File: src/rtl/crc_serial_engine.sv
// Serial CRC engine for the USB bit datapath: generate mode passes data through and appends
// the complemented CRC, check mode consumes data plus CRC and compares against the residue.
module crc_serial_engine #(
    parameter int               CRC_W     = 16,
    parameter logic [CRC_W-1:0] POLY      = CRC_W'(16'h8005),
    parameter logic [CRC_W-1:0] INIT      = '1,
    parameter logic [CRC_W-1:0] RESIDUE   = CRC_W'(16'h800D),
    parameter int               SKIP_BITS = 8,
    parameter int               CNT_W     = 16
) (
    input  logic             clock,
    input  logic             reset,
    input  logic             mode_check,
    input  logic             pkt_start,
    input  logic             in_valid,
    input  logic             in_bit,
    input  logic             in_last,
    output logic             in_ready,
    output logic             out_valid,
    output logic             out_bit,
    input  logic             out_ready,
    output logic             busy,
    output logic             done,
    output logic             crc_ok,
    output logic             crc_err,
    output logic [CNT_W-1:0] bit_count
);
    localparam int               IDX_W    = (CRC_W > 1) ? $clog2(CRC_W) : 1;
    localparam logic [IDX_W-1:0] IDX_LAST = IDX_W'(CRC_W - 1);
    localparam logic [CNT_W-1:0] SKIP_C   = CNT_W'(SKIP_BITS);
    localparam logic [CNT_W-1:0] MIN_BITS = CNT_W'(SKIP_BITS + CRC_W);

    typedef enum logic [1:0] {IDLE, CALC, FLUSH, DONE} state_t;

    state_t           state, state_n;
    logic             mode_q;
    logic [CRC_W-1:0] crc, crc_step, crc_next;
    logic [IDX_W-1:0] flush_idx;
    logic [CNT_W-1:0] cnt_next;
    logic             accept, fb, chk_good;

    // Datapath: next register and count as they will look after this cycle's accepted bit.
    always_comb begin
        accept   = in_valid & in_ready;
        fb       = in_bit ^ crc[CRC_W-1];
        crc_step = {crc[CRC_W-2:0], 1'b0} ^ (fb ? POLY : '0);
        crc_next = (accept && bit_count >= SKIP_C) ? crc_step : crc;
        cnt_next = (accept && bit_count != '1) ? bit_count + CNT_W'(1) : bit_count;
        // Evaluated on the final bit so the verdict is already valid while done is high.
        chk_good = (crc_next == RESIDUE) && (cnt_next >= MIN_BITS);
    end

    always_comb begin
        state_n   = state;
        in_ready  = 1'b0;
        out_valid = 1'b0;
        out_bit   = 1'b0;
        done      = 1'b0;
        case (state)
            IDLE: ;
            CALC: begin
                if (mode_q) begin
                    in_ready = 1'b1;
                end else begin
                    in_ready  = out_ready;
                    out_valid = in_valid;
                    out_bit   = in_bit;
                end
                if (in_valid && in_ready && in_last)
                    state_n = mode_q ? DONE : FLUSH;
            end
            FLUSH: begin
                out_valid = 1'b1;
                out_bit   = ~crc[IDX_LAST - flush_idx];
                if (out_ready && flush_idx == IDX_LAST)
                    state_n = DONE;
            end
            DONE: begin
                done    = 1'b1;
                state_n = IDLE;
            end
            default: state_n = IDLE;
        endcase
        // A new packet aborts whatever is in flight, including a coincident last bit.
        if (pkt_start)
            state_n = CALC;
    end

    assign busy = (state != IDLE);

    always_ff @(posedge clock) begin
        if (reset) begin
            state     <= IDLE;
            mode_q    <= 1'b0;
            crc       <= INIT;
            bit_count <= '0;
            flush_idx <= '0;
            crc_ok    <= 1'b0;
            crc_err   <= 1'b0;
        end else begin
            state <= state_n;
            if (pkt_start) begin
                mode_q    <= mode_check;
                crc       <= INIT;
                bit_count <= '0;
                flush_idx <= '0;
                crc_ok    <= 1'b0;
                crc_err   <= 1'b0;
            end else begin
                crc       <= crc_next;
                bit_count <= cnt_next;
                if (state == CALC && accept && in_last) begin
                    flush_idx <= '0;
                    if (mode_q) begin
                        crc_ok  <= chk_good;
                        crc_err <= ~chk_good;
                    end
                end
                if (state == FLUSH && out_ready)
                    flush_idx <= flush_idx + IDX_W'(1);
            end
        end
    end
endmodule
File: config.mk
export PLATFORM = sky130hd
export DESIGN_NAME = crc_serial_engine
export DESIGN_NICKNAME = d
export VERILOG_FILES = /design/src/rtl/crc_serial_engine.sv
export SDC_FILE = /design/constraint.sdc
export NUM_CORES = 1
export LEC_CHECK = 0
export ABC_AREA = 1
export CAP_MARGIN = 30
export CELL_PAD_IN_SITES_DETAIL_PLACEMENT = 0
export CELL_PAD_IN_SITES_GLOBAL_PLACEMENT = 1
export CORE_MARGIN = 4
export CORE_UTILIZATION = 35
export DETAILED_ROUTE_END_ITERATION = 10
export PLACE_DENSITY = 0.8
export SLEW_MARGIN = 20
export SYNTH_ARGS = -nofsm -noshare
export SYNTH_HDL_FRONTEND = slang
export SYNTH_SLANG_ARGS = --single-unit
export TNS_END_PERCENT = 20
File: constraint.sdc
create_clock -name clock -period 2.03 [get_ports clock]
set_clock_uncertainty 0.1 [all_clocks]
set_input_delay 0.5075 -clock clock [delete_from_list [all_inputs] [get_ports clock]]
set_output_delay 0.5075 -clock clock [all_outputs]
set_load 0.02 [all_outputs]
**Yosys cells after proc, flatten, opt, wreduce, memory -nomap -nowiden**

Cells that the tools add are included.

- Flip-flop bits (word level): 41
- Input port bits: 8
- Output and inout bits: 23

- Bitwise logic cells: 5
- $lt $le $gt $ge: 3
- Mux-type cells: 20
- Reduce and logical (&&, ||, !) cells: 17
- Add/sub/neg operators: 3
- Eq/ne operators: 10

Operators by type and width:

| kind | number |
|---|---|
| $mux W16 | 3 |
| $add A16 B1 Y16 const B | 1 |
| $eq A16 B16 Y1 const B | 1 |
| $ge A16 B4 Y1 const B | 1 |
| $ge A16 B5 Y1 const B | 1 |
| $ne A16 B16 Y1 const B | 1 |
| $xor A16 B16 Y16 | 1 |
| $logic_and A1 B1 Y1 | 9 |
| $mux W1 | 9 |
| $mux W4 | 2 |
| $ne A3 B3 Y1 const B | 2 |
| $pmux W2 S3 | 1 |
| $reduce_and A3 Y1 | 2 |
| $lt A4 B5 Y1 const B | 1 |
| $add A4 B1 Y4 const B | 1 |
| $bmux W1 S4 | 1 |
| $eq A2 B2 Y1 const B | 2 |
| $eq A4 B4 Y1 const B | 1 |
| $mux W2 | 2 |
| $ne A2 B2 Y1 const B | 2 |
| $pmux W1 S2 | 2 |
| $reduce_bool A2 Y1 | 2 |
| $reduce_bool A4 Y1 | 1 |
| $sub A4 B4 Y4 const A | 1 |
| other kinds (7) | 8 |

**Longest topological paths before layout**

Gate-level depths: netlist of run 1.

- Word-level depth: 9
- Mapped depth: 17
- Gate-level depth less buffers: 17

**Least setup slack after synthesis of run 1**

OpenSTA, ideal clock, no wires.

- Path type: register to register
- From: register state[1]
- To: register crc_err
- Arrival: 1.845 ns
- Stages on the path, launching flop included: 18
- Setup slack: -0.046 ns
- Path buffers: 2
- Cell sequence: dfxtp_1 inv_1 ha_1 inv_2 nor2_4 nand2_4 inv_6 buf_12 buf_12 nand3_1 nand2_1 nand2_1 nor2_1 nand2_1 nor2_1 nand2_1 nand2_1 a21oi_2

- Cells in the longest elaborated chain, start to end: 8

Ends and longest elaborated chain:

| what | RTL line | RTL |
|---|---|---|
| from (decl) | 35 | `state_t state, state_n;` |
| from (signal assigned) | 101 | `state <= state_n;` |
| $eq A2 B1 Y1 * | 59 | `case (state)` |
| $mux W1 * | 59 |  |
| named net in_ready | 18 | `output logic in_ready,` |
| $and A1 B1 Y1 * | 44 | `accept = in_valid & in_ready;` |
| $logic_and A1 B1 Y1, on equally long branches | 48, 47 |  |
| $mux W16, on equally long branches | 48, 47 |  |
| $ge A16 B5 Y1 or $eq A16 B16 Y1 (tied branches) | 50 | `chk_good = (crc_next == RESIDUE) && (cnt_next >= MIN_BITS);` |
| $logic_and A1 B1 Y1 | 50 |  |
| $not A1 Y1 | 116 | `crc_err <= ~chk_good;` |
| to (signal assigned) | 116 |  |
| to (decl) | 25 | `output logic crc_err,` |

Mark *: on every way through the listed nets, which the timed path passes. The rest lies on a longest branch.
A chain may end at the register's enable or synchronous reset.

**Final worst setup path of run 1**

- From: register flush_idx[0]
- To: output out_bit

- Cells in the longest elaborated chain, start to end: 5

Ends and longest elaborated chain:

| what | RTL line | RTL |
|---|---|---|
| from (decl) | 38 | `logic [IDX_W-1:0] flush_idx;` |
| from (signal assigned) | 120 | `flush_idx <= flush_idx + IDX_W'(1);` |
| $sub A4 B4 Y4 | 74 | `out_bit = ~crc[IDX_LAST - flush_idx];` |
| $bmux W1 S4 | 74 |  |
| $mux W1 (not written as such) | 74 |  |
| $not A1 Y1 | 74 |  |
| $pmux W1 S2 | 59 |  |
| to (decl) | 20 | `output logic out_bit,` |

Every way passes these cells. The select of a mux whose other input is x is not followed.

==> results.sh, run 1 <==
export IMPL_synth_main_ff_cell="dfxtp_1"
export IMPL_num_vias=2918
export IMPL_drt_iter0_drc=84
export IMPL_clk_pin_slew_ns=0.09
export IMPL_synth_top_area_cell="dfxtp_1"
export IMPL_synth_common_cells="nand2_1 (144), inv_1 (56), nor2_1 (45)"
export IMPL_num_rows=31
export IMPL_start_kind="flop"
export IMPL_end_kind="primary output"
export IMPL_critical_path_top_delay_family="compound AO/OA/AOI/OAI gates"
export IMPL_grt_pass1_vias=2798
export IMPL_die_area_um2=9059
export IMPL_stdcell_count=635
export IMPL_post_cts_setup_buffer_count=0
export IMPL_cpPeakStageDelay_ns=0.34
export IMPL_final_cell_area_um2=3807
export IMPL_grt_pass1_wl_mm=12.42
export IMPL_setup_viol=3
export IMPL_yosysSeqAreaShare_pct=30.86
export IMPL_synth_nets=445
export IMPL_clockBufferDepth=2
export IMPL_cp_required_ns=1.42
export IMPL_syn_inst=429
export IMPL_diodes=0
export IMPL_tightest_slew_ns=0.3561
export IMPL_rsz0062_at_grt="true"
export IMPL_power_leakage_nw=1.975
export IMPL_cts_tree="built"
export IMPL_core_um2=7331
export IMPL_numCtsBuffers=5
export IMPL_timing_final_ws_setup_ns=-0.1986
export IMPL_gp_congestion=0.7806
export IMPL_final_core_util_pct=51.94
export IMPL_drive_gt1_share_pct=24.07
export IMPL_finalHoldViolCount=0
export IMPL_placedCellCount=626
export IMPL_root_buffer="clkbuf_8"
export IMPL_clock_latency_ns=0.30
export IMPL_hold_start="crc_err"
export IMPL_final_net_count=552
export IMPL_post_drt_wl_per_cell_um=11.69
export IMPL_swShare_pct=25.30
export IMPL_cts_hold_buf=0
export IMPL_intPower_mw=1.278
export IMPL_min_period_over_period_pct=109.8
export IMPL_start_util_pct=36.29
export IMPL_drcViolationCount=0
export IMPL_drv_slew=0
export IMPL_crit_chain="buf_6, a21oi_2, o21ai_0, nand3_1, nand2_2, o211ai_1, a21oi_1, buf_4"
export IMPL_grt_max_degree=19
export IMPL_cts_sinks=41
export IMPL_synth_seq_cells=41
export IMPL_clkPwrFrac_pct=37.9
export IMPL_yosys_top_cells_area="dfxtp_1 (31%), nand2_1 (20%), inv_1 (7.9%)"
export IMPL_synthArstFlopShare_pct=0
export IMPL_maxCapViolCount=0
export IMPL_syn_avg_cell_area_um2=6.201
export IMPL_reg2reg_from="state[0]"
export IMPL_cts_max_level=2
export IMPL_syn_area_um2=2660
export IMPL_dp_hpwl_mm=5.676
export IMPL_firstDrtPassIters=4
export IMPL_path_class="flop to primary output"
export IMPL_power_density_nw_per_um2=449.4
export IMPL_fmax_mhz=448.7
export IMPL_ioPinCount=31
export IMPL_grt_ovfl_total=0
export IMPL_worstPathBufferInverterCount=2
export IMPL_peakVddDrop_mv=0.2933
export IMPL_dpl_cell_area_um2=3623
export IMPL_hold_class="flop to flop"
export IMPL_synthToLayoutAreaGrowth_pct=43.13
export IMPL_yosysMostFrequentCell="nand2_1"
export IMPL_comb_power_share_pct=14.3
export IMPL_violations="negative setup slack"
export IMPL_ant_nets=0
export IMPL_synth_top_area_share_pct=30.86
export IMPL_worst_path_max_fanout=11
export IMPL_routed_wl_mm=7.422
export IMPL_synth_edf_count=0
export IMPL_slowest_stage="dfxtp_2"
export IMPL_power_frac_seq_pct=47.8
export IMPL_die_y_um=95.18
export IMPL_die_w_um=95.18
export IMPL_ys_warn_count=0
export IMPL_worstPathArrival_ns=1.62
export IMPL_viasPerCell=4.595
export IMPL_synthDistinctLibCells=30
export IMPL_max_slew_margin_pct=76.01
export IMPL_io_buffers=30
export IMPL_antenna_found_initial=0
export IMPL_startpoint="flush_idx[0]"
export IMPL_grtUsageTotal_pct=17.25
export IMPL_status="complete, but fails checks"
export IMPL_min_period_ns=2.229
export IMPL_power_switching_mw=0.4328
export IMPL_tns_ns=-0.2806
## stage by stage
step / total power [mW] / hold WS (ns) / setup slack, ns
floorplan: 0.9703 / 0.3589 / 0.02659
global placement: 1.072 / 0.4093 / -0.5513
detailed placement: 1.075 / 0.4253 / -0.5562
CTS: 1.717 / 0.4391 / -0.1983
global route: 1.782 / 0.4664 / -0.2937
finish: 1.711 / 0.4347 / -0.1986
## layout make-up
type	instances	area (um^2)
clock buffer	5	68.82
clock inverter	2	35.03
fill	755	3523
inverter	59	234.0
multi-input combinational	320	1574
sequential	41	824.5
tap	99	123.9
timing repair buffer	109	947.2
## layout by cell type, fill, tap and decap left out, types with 4 or more instances in the layout
cell type	synthesis	final
nand2_1	144	143
buf_4	1	74
inv_1	56	54
nor2_1	45	41
dfxtp_1	41	38
nand3_1	33	33
a21oi_1	26	24
o21ai_0	22	18
clkdlybuf4s50_1	0	12
nand2_2	9	10
dlygate4sd2_1	0	9
o21ai_1	3	7
nor2_2	3	7
nand4_1	6	6
dlymetal6s2s_1	0	6
ha_1	8	5
clkbuf_8	0	5
a21oi_2	2	4
## worst min-delay path: cells and delay by family (launching register included)
family         cells  cell delay, ns
flip-flops         1            0.32
AO/OA/AOI/OAI      2            0.17
## flip-flops by register name, summed over array words and instances (netlist names)
name / cells
flush_idx: 4
crc_err: 1
bit_count: 16
crc_ok: 1
state: 2
crc: 16
mode_q: 1
## layer usage
layer	vias up	routed length [um]	global-route usage, %
li1	1560	-	-
met1	1309	3378	22.06
met2	40	3643	29.50
met3	9	298	3.236
met4	0	102	4.808
met5	-	0	0
## cell families (layout without fill, tap and decap cells)
| group | after synthesis | after routing | synth area share [%] |
|---|---|---|---|
| and+or+nand+nor | 251 | 252 | 40.78 |
| buffers and inverters | 69 | 175 | 12.14 |
| AOI/OAI and AO/OA | 57 | 57 | 11.48 |
| DFF | 41 | 41 | 30.86 |
| adders and majority gates | 8 | 8 | 3.763 |
| xor gates and xnor gates | 3 | 3 | 0.9880 |
## worst paths after layout
path                                end  slack, ns  depth (start not counted)
worst max-delay path            out_bit      -0.20                          8
worst min-delay path            crc_err       0.43                          2
worst max register to register  crc_err      -0.03                         17
worst min register to register  crc_err       0.43                          2
## what timing repair did
action	4_1_cts	5_1_grt
setup endpoints to repair	14	9
gates resized for setup	23	28
pin swaps	0	7
hold endpoints to repair	0	0
cloned	0	2
## power by group through the flow
stage | combinational [mW] | sequential (mW) | clock (mW)
2_1_floorplan | 0.129 | 0.841 | 0
3_3_place_gp | 0.236 | 0.836 | 0
3_5_place_dp | 0.238 | 0.836 | 0
4_1_cts | 0.232 | 0.818 | 0.667
5_1_grt | 0.267 | 0.820 | 0.695
6_report | 0.244 | 0.818 | 0.648
Power figures use the tool's default switching activity.
==> run 2, diff against run 1 <==
--- a/config.mk
+++ b/config.mk
@@ -12,7 +12,7 @@
 export CORE_MARGIN = 4
 export CORE_UTILIZATION = 35
 export DETAILED_ROUTE_END_ITERATION = 10
-export PLACE_DENSITY = 0.8
+export PLACE_DENSITY = 0.78
 export SLEW_MARGIN = 20
 export SYNTH_ARGS = -nofsm -noshare
 export SYNTH_HDL_FRONTEND = slang
==> constraint.sdc (replaced) <==
create_clock -name clock -period 2.5 [get_ports clock]
set_clock_uncertainty 0.1 [all_clocks]
set_input_delay 0.625 -clock clock [delete_from_list [all_inputs] [get_ports clock]]
set_output_delay 0.625 -clock clock [all_outputs]
set_load 0.02 [all_outputs]
==> run 2 against run 1 <==
The run now ends clean. Sequential power shrank 19%. Die area is the same. Critical path type is now input pin to primary output. Register-to-register slack gained 0.29 ns. Critical endpoint is now out_valid. Highest routed layer unchanged. Cell count shrank 6.6%. Critical path depth shrank 4.
==> results.sh, run 2 (synthesis results as in run 1) <==
export IMPL_viasPerCell=4.556
export IMPL_path_class="input pin to primary output"
export IMPL_die_w_um=95.18
export IMPL_root_buffer="clkbuf_8"
export IMPL_cts_sinks=41
export IMPL_rsz0062_at_grt="false"
export IMPL_drive_gt1_share_pct=14.78
export IMPL_die_area_um2=9059
export IMPL_num_vias=2702
export IMPL_final_common_cell="nand2_1"
export IMPL_tightest_slew_ns=0.3080
export IMPL_worst_path_max_fanout=2
export IMPL_max_slew_margin_pct=79.39
export IMPL_grt_ovfl_total=0
export IMPL_routed_wl_mm=6.840
export IMPL_status="completed"
export IMPL_tns_ns=0
export IMPL_worstPathArrival_ns=1.70
export IMPL_post_cts_setup_buffer_count=0
export IMPL_grtUsageTotal_pct=16.32
export IMPL_use_met1_pct=23.49
export IMPL_final_cell_mix="nand2_1 (144), inv_1 (55), nor2_1 (44)"
export IMPL_firstDrtPassIters=4
export IMPL_power_leakage_nw=1.600
export IMPL_diodes=0
export IMPL_hold_class="flop to flop"
export IMPL_drt_iter0_drc=84
export IMPL_core_um2=7331
export IMPL_die_y_um=95.18
export IMPL_ant_nets=0
export IMPL_top_usage_layer="met2"
export IMPL_final_net_count=509
export IMPL_min_period_ns=2.426
export IMPL_power_mw=1.327
export IMPL_setup_viol=0
export IMPL_clockBufferDepth=2
export IMPL_min_period_over_period_pct=97.03
export IMPL_grt_pass1_wl_mm=11.81
export IMPL_antenna_found_initial=0
export IMPL_end_kind="primary output"
export IMPL_start_util_pct=36.29
export IMPL_cts_max_level=2
export IMPL_cts_tree="built"
export IMPL_dp_hpwl_mm=5.274
export IMPL_cp_required_ns=1.77
export IMPL_grtUsageMet3_pct=2.526
export IMPL_post_drt_wl_per_cell_um=11.53
export IMPL_crit_chain="clkdlybuf4s50_1, nand3_1, a21oi_1, dlygate4sd2_1"
export IMPL_finalHoldViolCount=0
export IMPL_ioPinCount=31
export IMPL_ff2ff_setup_slack_ns=0.26
export IMPL_slowest_stage="clkdlybuf4s50_1"
export IMPL_dpl_cell_area_um2=3278
export IMPL_reg_largest_list="bit_count (16), crc (16), flush_idx (4)"
export IMPL_drv_slew=0
export IMPL_maxCapViolCount=0
export IMPL_grt_max_degree=22
export IMPL_final_cell_area_um2=3385
export IMPL_clk_pin_slew_ns=0.09
export IMPL_fmax_mhz=412.2
export IMPL_numCtsBuffers=5
export IMPL_gp_congestion=0.8097
export IMPL_io_buffers=30
export IMPL_drcViolationCount=0
export IMPL_num_rows=31
export IMPL_grt_pass1_vias=2512
export IMPL_synthToLayoutAreaGrowth_pct=27.23
export IMPL_peakVddDrop_mv=0.2291
export IMPL_cpPeakStageDelay_ns=0.48
export IMPL_power_density_nw_per_um2=391.9
export IMPL_clock_latency_ns=0.30
export IMPL_start_kind="input pin"
export IMPL_grtUsageMet2_pct=25.60
[run 2: critical path, delay by kind of cell]
| family | cells | cell delay, ns |
|---|---|---|
| simple gates | 1 | 0.08 |
| compound gates | 1 | 0.16 |
| buf+inv | 2 | 0.84 |
[run 2: final timing paths]
check	from	end	cells after the start
setup reg to reg	state[1]	crc_err	17
hold reg to reg	crc[0]	crc[0]	2
setup / recovery	in_valid	out_valid	4
hold / removal	crc[0]	crc[0]	2
[run 2: what timing repair did]
item                                    4_1_cts  5_1_grt
cloned                                        0        0
hold buffers                                  0        0
resized for setup                             5        6
endpoints found under the setup margin        3        3
[run 2: final cells by class]
type	count	area, um^2
clock buffers	7	96.34
clock inverters	1	5.005
fillers	770	3946
inverters	59	226.5
multi-input cells	319	1528
flip-flops and latches	41	822.0
well taps	99	123.9
repair buffers	67	583.1
[run 2: through the flow]
stage	setup WS (ns)	utilization [%]	instances	hold slack, ns
2_1_floorplan	0.4243	-	429	0.3589
3_3_place_gp	-0.3234	44.72	585	0.3937
3_5_place_dp	-0.3154	44.72	585	0.4006
4_1_cts	0.02519	46.08	593	0.4212
5_1_grt	0.001601	46.17	593	0.4420
6_report	0.07417	46.17	593	0.4242
[run 2: routing by layer]
layer	wire [um]	part of all wire (%)	up-vias
met3	161	2.4	5
li1	-	-	1477
met4	57	0.83	0
met1	3559	52	1183
met2	3062	45	37
met5	0	0	-
[run 2: power breakdown]
part           internal [mW]  switching [mW]  leakage (nW)  total (mW)
clock                  0.250           0.245        0.0542       0.495
combinational         0.0681          0.0978          1.21       0.166
sequential             0.659         0.00710         0.332       0.666
==> run 3, diff against run 2 <==
==> constraint.sdc (replaced) <==
create_clock -name clock -period 2.5 [get_ports clock]
set_clock_uncertainty 0.1 [all_clocks]
set_input_delay 0.625 -clock clock [delete_from_list [all_inputs] [get_ports clock]]
set_output_delay 0.625 -clock clock [all_outputs]
set_load 0.01 [all_outputs]
==> run 3 against run 2 <==
Sequential power is essentially flat. Routed wire length up 0.44%. Cell count shrank 0.34%. Non-clock buffer count is 2 lower. Clock power fell by 13%. Utilization fell by 0.61 points. Design area decreased by 1.3%. Global-route usage decreased by 0.17 points. Via count increased by 0.56%. Largest power group unchanged. Power fell by 5.3%. Sequential share of layout area is 0.29 points higher. Fmax grew 2.8%. Largest cell class unchanged. Highest routed layer unchanged.
==> results.sh, run 3 (synthesis results as in run 1) <==
export IMPL_peakVddDrop_mv=0.2319
export IMPL_hold_path_cell_count=2
export IMPL_worst_path_max_fanout=17
export IMPL_min_period_over_period_pct=94.43
export IMPL_routed_wl_mm=6.870
export IMPL_start_util_pct=36.29
export IMPL_num_vias=2717
export IMPL_ant_nets=0
export IMPL_reg_largest_list="bit_count (16), crc (16), flush_idx (4)"
export IMPL_ff2ff_setup_slack_ns=0.23
export IMPL_viasPerCell=4.597
export IMPL_setup_viol=0
export IMPL_diodes=0
export IMPL_comb_power_share_pct=12.6
export IMPL_grtUsageMet2_pct=26.24
export IMPL_reg2reg_depth=15
export IMPL_grtUsageTotal_pct=16.15
export IMPL_clkPwrFrac_pct=34.4
export IMPL_cts_sinks=41
export IMPL_die_y_um=95.18
export IMPL_cp_required_ns=2.59
export IMPL_swShare_pct=26.83
export IMPL_clock_latency_ns=0.29
export IMPL_intPower_mw=0.9190
export IMPL_synthToLayoutAreaGrowth_pct=25.54
export IMPL_core_um2=7331
export IMPL_final_cell_mix="nand2_1 (144), inv_1 (55), nor2_1 (44)"
export IMPL_drive_gt1_share_pct=14.02
export IMPL_max_slew_margin_pct=78.94
export IMPL_cts_tree="built"
export IMPL_top_usage_layer="met2"
export IMPL_grt_pass1_vias=2568
export IMPL_power_leakage_nw=1.596
export IMPL_num_rows=31
export IMPL_finalHoldViolCount=0
export IMPL_die_area_um2=9059
export IMPL_hold_class="flop to flop"
export IMPL_clockBufferDepth=2
export IMPL_grtUsageMet3_pct=2.920
export IMPL_reg2reg_from="state[1]"
export IMPL_firstDrtPassIters=4
export IMPL_maxCapViolCount=0
export IMPL_min_period_ns=2.361
export IMPL_final_core_util_pct=45.55
export IMPL_worstHoldEndpoint="crc[0]"
export IMPL_tightest_slew_ns=0.3135
export IMPL_start_kind="input pin"
export IMPL_grt_pass1_wl_mm=11.74
export IMPL_ioPinCount=31
export IMPL_power_frac_seq_pct=53.0
export IMPL_gp_congestion=0.8469
export IMPL_path_class="input pin to flop"
export IMPL_status="completed"
export IMPL_use_met1_pct=21.94
export IMPL_slowest_stage="clkdlybuf4s50_1"
export IMPL_r2r_end="crc_err"
export IMPL_crit_chain="clkdlybuf4s50_1, nor2_2, nor2_4, nand2_4, inv_6, nand2_4, o21ai_0, nand2_1, nor2_1, nand2_1, nor2_1, nand2_1, nand2_1, a21oi_2"
export IMPL_power_density_nw_per_um2=376.1
export IMPL_crit_top_cell="nand2_1"
export IMPL_drcViolationCount=0
export IMPL_io_buffers=30
export IMPL_clk_pin_slew_ns=0.08
export IMPL_grt_ovfl_total=0
export IMPL_end_kind="flop"
export IMPL_tns_ns=0
export IMPL_numCtsBuffers=5
export IMPL_antenna_found_initial=0
export IMPL_final_common_cell="nand2_1"
export IMPL_cpPeakStageDelay_ns=0.50
export IMPL_timing_hold_ws_ns=0.4249
export IMPL_worstPathArrival_ns=2.45
export IMPL_die_w_um=95.18
export IMPL_fmax_mhz=423.6
export IMPL_power_switching_mw=0.3369
export IMPL_drv_slew=0
export IMPL_rsz0062_at_grt="false"
export IMPL_hold_start="crc[0]"
export IMPL_grt_max_degree=23
export IMPL_dp_hpwl_mm=5.261
export IMPL_drt_iter0_drc=146
export IMPL_post_drt_wl_per_cell_um=11.62
export IMPL_root_buffer="clkbuf_8"
export IMPL_final_net_count=507
export IMPL_cts_max_level=2
-- run 3: final cells by class --
class,count,area (um^2)
Timing Repair Buffer,65,566.8
Multi-Input combinational cell,319,1519
Inverter,59,226.5
Tap cell,99,123.9
Clock buffer,6,72.57
Sequential cell,41,820.8
Fill cell,785,3991
Clock inverter,2,10.01
-- run 3: worst max path at each step --
stage,startpoint,endpoint,slack (ns),cells after the start
finish,out_ready,crc_err,0.14,14
global route,out_ready,crc_err,0.009,16
CTS,flush_idx[0],out_bit,0.03,8
detailed placement,in_bit,out_bit,-0.25,4
global placement,in_bit,out_bit,-0.26,4
floorplan,out_ready,crc_err,0.47,15
-- run 3: worst max-delay path, delay by kind of cell --
| kind | cells | cell delay [ns] |
|---|---|---|
| and+or+nand+nor | 10 | 0.91 |
| buffers and inverters | 2 | 0.58 |
| AOI/OAI and AO/OA | 2 | 0.32 |
-- run 3: layer usage --
layer	part of all wire [%]	routed length, um	vias up
met3	4.1	285	9
met1	50	3414	1179
met5	0	0	-
li1	-	-	1471
met4	1.4	97	0
met2	45	3073	58
-- run 3: power groups by stage --
stage / logic, mW / clock network (mW) / registers, mW
after global placement: 0.161 / 0 / 0.681
after floorplan: 0.0981 / 0 / 0.680
after detailed placement: 0.162 / 0 / 0.681
after global routing: 0.176 / 0.468 / 0.667
final: 0.158 / 0.432 / 0.666
after CTS: 0.160 / 0.445 / 0.666
-- run 3: per-stage QoR --
stage / power, mW / setup slack, ns / cell area, um^2 / instances
after global routing: 1.311 / 0.009464 / 3339 / 591
after CTS: 1.270 / 0.03349 / 3341 / 591
after global placement: 0.8415 / -0.2567 / 3263 / 583
after floorplan: 0.7785 / 0.4697 / 2660 / 429
final: 1.256 / 0.1393 / 3339 / 591
after detailed placement: 0.8428 / -0.2463 / 3263 / 583
-- run 3: timing repair --
item,4_1_cts,5_1_grt
setup buffers,0,0
resized for setup,6,3
endpoints found under the setup margin,3,3
hold buffers,0,0
pin swaps,0,0
